### src/rtl/rx_stream_arbiter.sv
`default_nettype none
// +--------------------------------------------------------------------------+
// | rx_stream_arbiter: burst-limited round-robin merge of four FWFT receiver  |
// | streams into one tagged 32-bit word stream with a registered output.     |
// | Revision 1.0                                                             |
// +--------------------------------------------------------------------------+
module rx_stream_arbiter #(
    parameter int N_CH      = 4,
    parameter int IN_WIDTH  = 30,
    parameter int MAX_BURST = 4
) (
    input  logic                     BUS_CLK,
    input  logic                     BUS_RSTB,
    input  logic [N_CH-1:0]          CH_EN,
    input  logic [N_CH-1:0]          CH_EMPTY,
    input  logic [N_CH*IN_WIDTH-1:0] CH_DATA,
    output logic [N_CH-1:0]          CH_READ,
    input  logic                     ARB_READY_OUT,
    output logic                     ARB_WRITE_OUT,
    output logic [31:0]              ARB_DATA_OUT
);

    localparam logic [7:0] C_MAX_BURST = 8'(MAX_BURST);

    typedef enum logic [0:0] {
        ST_IDLE   = 1'b0,
        ST_LOCKED = 1'b1
    } state_t;

    state_t      state_q;
    logic [1:0]  grant_q;
    logic [1:0]  ptr_q;
    logic [7:0]  cnt_q;
    logic        valid_q;
    logic [31:0] data_q;

    logic [N_CH-1:0]     w_elig;
    logic                w_load_opp;
    logic                w_stay;
    logic [1:0]          w_scan_base;
    logic [1:0]          w_scan_sel;
    logic                w_found;
    logic [1:0]          w_sel;
    logic                w_load;
    logic [IN_WIDTH-1:0] w_sel_data;

    assign w_elig     = CH_EN & ~CH_EMPTY;
    assign w_load_opp = !valid_q || ARB_READY_OUT;

    assign w_stay = (state_q == ST_LOCKED) && w_elig[grant_q] && (cnt_q < C_MAX_BURST);

    // Leaving a lock restarts the scan just past the granted channel in the same cycle.
    assign w_scan_base = (state_q == ST_LOCKED) ? (grant_q + 2'd1) : ptr_q;

    always_comb begin
        logic [1:0] idx;
        idx        = w_scan_base;
        w_found    = 1'b0;
        w_scan_sel = w_scan_base;
        for (int k = 0; k < N_CH; k++) begin
            idx = w_scan_base + 2'(k);
            if (!w_found && w_elig[idx]) begin
                w_found    = 1'b1;
                w_scan_sel = idx;
            end
        end
    end

    assign w_sel      = w_stay ? grant_q : w_scan_sel;
    assign w_load     = BUS_RSTB && w_load_opp && (w_stay || w_found);
    assign w_sel_data = CH_DATA[w_sel*IN_WIDTH +: IN_WIDTH];

    always_comb begin
        CH_READ = '0;
        for (int i = 0; i < N_CH; i++) begin
            CH_READ[i] = w_load && (w_sel == 2'(i));
        end
    end

    always_ff @(posedge BUS_CLK or negedge BUS_RSTB) begin
        if (!BUS_RSTB) begin
            state_q <= ST_IDLE;
            grant_q <= 2'd0;
            ptr_q   <= 2'd0;
            cnt_q   <= 8'd0;
            valid_q <= 1'b0;
            data_q  <= 32'h0;
        end else begin
            if (w_load_opp) begin
                if (w_stay) begin
                    cnt_q <= cnt_q + 8'd1;
                end else if (w_found) begin
                    state_q <= ST_LOCKED;
                    grant_q <= w_scan_sel;
                    cnt_q   <= 8'd1;
                    ptr_q   <= w_scan_base;
                end else begin
                    state_q <= ST_IDLE;
                    ptr_q   <= w_scan_base;
                end
            end
            // A consume without a reload drops valid but keeps the last data word.
            if (w_load) begin
                valid_q <= 1'b1;
                data_q  <= {w_sel, w_sel_data};
            end else if (ARB_READY_OUT) begin
                valid_q <= 1'b0;
            end
        end
    end

    assign ARB_WRITE_OUT = valid_q;
    assign ARB_DATA_OUT  = data_q;

endmodule
`default_nettype wire
### config.mk
export PLATFORM = sky130hd
export DESIGN_NAME = rx_stream_arbiter
export DESIGN_NICKNAME = d
export VERILOG_FILES = /design/src/rtl/rx_stream_arbiter.sv
export SDC_FILE = /design/constraint.sdc
export NUM_CORES = 1
export LEC_CHECK = 0
export BUFFER_PORTS_ARGS = -buffer_cell sky130_fd_sc_hd__buf_2
export CORE_MARGIN = 2
export CORE_UTILIZATION = 48
export CTS_BUF_LIST = sky130_fd_sc_hd__clkbuf_2
export DETAILED_ROUTE_END_ITERATION = 16
export HOLD_SLACK_MARGIN = 0.1
export PLACE_DENSITY = 0.91
export SLEW_MARGIN = 15
export SYNTH_ARGS = -nofsm -noshare
export SYNTH_HDL_FRONTEND = slang
export SYNTH_SLANG_ARGS = --single-unit
export TNS_END_PERCENT = 50
### constraint.sdc
create_clock -name BUS_CLK -period 3.1 [get_ports BUS_CLK]
set_clock_uncertainty 0.1 [all_clocks]
set_input_delay 0.31 -clock BUS_CLK [delete_from_list [all_inputs] [get_ports BUS_CLK]]
set_output_delay 0.31 -clock BUS_CLK [all_outputs]
set_load 0.05 [all_outputs]
==> summary.txt <==
Inserted Clock Buffers: 5
Crit path time final: 2.94 ns
Nets: 715
DR vias/cell: 5.71
CP arrival: 2.53 ns
Run status: completed
DR iter-0 viols: 239
# setup viols final: 0
Share of cells above drive strength 1: 40.4%
Wirelength, routed: 12.0 mm
Placer Congestion: 0.879
Cells after Synth: 340
Overall power: 4.14 mW
Seq cells post-synth: 46
Fmax: 340 MHz
I/O Pins: 168
Synth cell count leaders: nor2_1, dfrtp_1, nor2b_1
Mapped Avg Cell Area: 9.73 um^2
Top cells by area, synth: dfrtp_1, a221oi_2, mux2i_1
GR Overflow Total: 0
Critical path type: reg2out
Final Instance Area: 0.00510 mm^2
Clock share of power: 8.3%
Total inserted antenna cells: 0
Share of the synthesized area in the top cell type: 34.8%
Synth Net Count: 472
Initial Utilization: 49.2%
Post-synth EDFFs: 0
Largest net degree at the start of global routing: 29
Measured slew at the worst slew-check pin: 0.718 ns
Worst Path Required: 2.69 ns
Latest clock arrival within the worst-skew pair: 0.43 ns
Fill count: 430
Area delta synth->final: 54.1%
Die ar.: 0.00757 mm^2
Ys Warns: 0
Core footprint: 0.00672 mm^2
Post-synthesis cell area: 0.00331 mm^2
WL per Instance: 18.1 um
Die width: 87.0 um
Min-Delay Path Class: in2reg
Place WS: 0.343 ns
CTS clk-pin slew, worst paths: 0.25 ns
Die Y: 87.0 um
Seq/Total Area, Yosys: 34.8%
Asr flop ratio synth: 100%
Unique masters post-synth: 46
Comb pwr share: 68.8%
First-pass GRT wire length: 17.5 mm
Lkg Pwr: 2.51 nW
Period Utilization, post-route: 94.9%
Util after Layout: 75.9%
Final worst slack: 0.159 ns
Pwr Density: 811 mW/mm^2
Initial antenna violation count: 0
Net Sw Power: 2.09 mW
Residual DRC count: 0
Slew Limit Fails: 0
Via count: 3794
Fin. Hold Viols: 0
Crit path max fanout: 8
Initial DRT Pass Iterations: 5
Vias in the first global route: 3818
Port bufs: 167
RSZ-0062 raised after global routing: false
Peak supply drop: 0.000864 V
Placed instance area: 0.00424 mm^2
Maxcap violations: 0
Most numerous cell in the Yosys netlist: nor2_1
Clk sinks: 46
Sw Ratio: 50.6%
Final antenna-violating net count: 0
All-Layer GR Usage: 29.4%
Row Count: 30
Startpoint types: flop
Internal power: 2.04 mW
Area occupied by multi-input gates: 0.00204 mm^2
CTS max path bufs: 2
Setup_tns: 0 ns
Largest area contributor in the netlist: dfrtp_1
Reg area: 0.00115 mm^2
CTS Root Cell: clkbuf_2
Synth Flop Type: dfrtp_1
Sequential share of power: 22.9%
DP Wirelength: 7.33 mm
H-tree levels: 2
Max_slew headroom: 51.9%
Worst setup EP type: primary output
TritonCTS clock tree: done
==> cell usage in the layout (no fill, tap or decap), types with 3 or more instances in the layout <==
master         instances
o21ai_0                5
buf_4                 15
a21oi_1                4
nand2_1                8
o22ai_1               30
nand3_1                3
clkbuf_2               7
dfrtp_2                3
nor2_1                48
a221oi_2              28
dfrtp_1               43
buf_2                167
mux2i_1               30
and3_1                 3
nor2b_1               36
and2_1                32
dlygate4sd3_1         77
nand2b_1               3
a31oi_1                5
==> layer usage <==
metal	wire length [um]	global-route usage [%]
met4	496	14.9
met2	6040	53.3
met1	4580	33.0
met5	0	0
met3	916	4.83
==> critical path: stages, from the launching register on <==
cell and delay, ns:
dfrtp_2 0.48, mux4_2 0.60, or2_4 0.34, a31oi_4 0.27, and2_1 0.17, buf_2 0.26
==> sequential cells by signal, summed over array words and instances, names as in the netlist <==
name	flops
ARB_DATA_OUT	32
state_q	1
ARB_WRITE_OUT	1
grant_q	2
ptr_q	2
cnt_q	8
==> power groups by stage <==
stage / Sequential [mW] / Clock (mW) / Combinational, mW
3_3_place_gp: 0.940 / 0 / 2.63
2_1_floorplan: 1.40 / 0 / 1.66
5_1_grt: 0.965 / 0.371 / 3.03
3_5_place_dp: 0.945 / 0 / 2.68
4_1_cts: 0.936 / 0.346 / 2.77
6_report: 0.947 / 0.344 / 2.85
==> final cells by class <==
class / instances / share of cell area (%)
inverter: 1 / 0.0736
multi-input combinational: 269 / 39.9
clock buffer: 7 / 0.687
tap: 80 / 1.96
clock inverter: 1 / 0.589
sequential: 46 / 22.7
timing repair buffer: 260 / 34.1
==> stage by stage <==
stage,cells,hold WS (ns)
after floorplan,340,-0.0856
after global placement,578,0.257
after detailed placement,578,0.274
after CTS,644,0.100
after global routing,664,0.102
final,664,0.0976
==> what timing repair did <==
| action | in CTS | in global routing |
|---|---|---|
| gates cloned | 0 | 0 |
| buffers inserted | 1 | 0 |
| hold endpoints to repair | 74 | 12 |
| gates resized for setup | 2 | 6 |
| pin swaps | 1 | 0 |
| hold buffers | 57 | 20 |
| setup endpoints to repair | 2 | 4 |
==> logic make-up after synthesis <==
logic type / synth area share, %
DFF: 34.8
muxes: 10.4
and+or+nand+nor: 23.9
xor gates and xnor gates: 0.265
buffers and inverters: 4.80
adders and majority gates: 0.378
AOI/OAI and AO/OA: 25.5
==> path summary, 6_finish.rpt <==
check	from	endpoint	slack, ns	cells past startpoint
setup / recovery	grant_q[0]$_DFFE_PN0P_	CH_READ[2]	0.16	5
hold / removal	CH_DATA[1]	ARB_DATA_OUT[1]$_DFFE_PN0P_	0.1	3
setup reg to reg	grant_q[0]$_DFFE_PN0P_	ARB_DATA_OUT[27]$_DFFE_PN0P_	0.39	6
hold reg to reg	ARB_DATA_OUT[31]$_DFFE_PN0P_	ARB_DATA_OUT[31]$_DFFE_PN0P_	0.42	1
max in group asynchronous	BUS_RSTB	grant_q[0]$_DFFE_PN0P_	2.29	3
min in group asynchronous	BUS_RSTB	cnt_q[3]$_DFFE_PN0P_	0.31	3
Note: power is estimated with default switching activity, not from simulation.
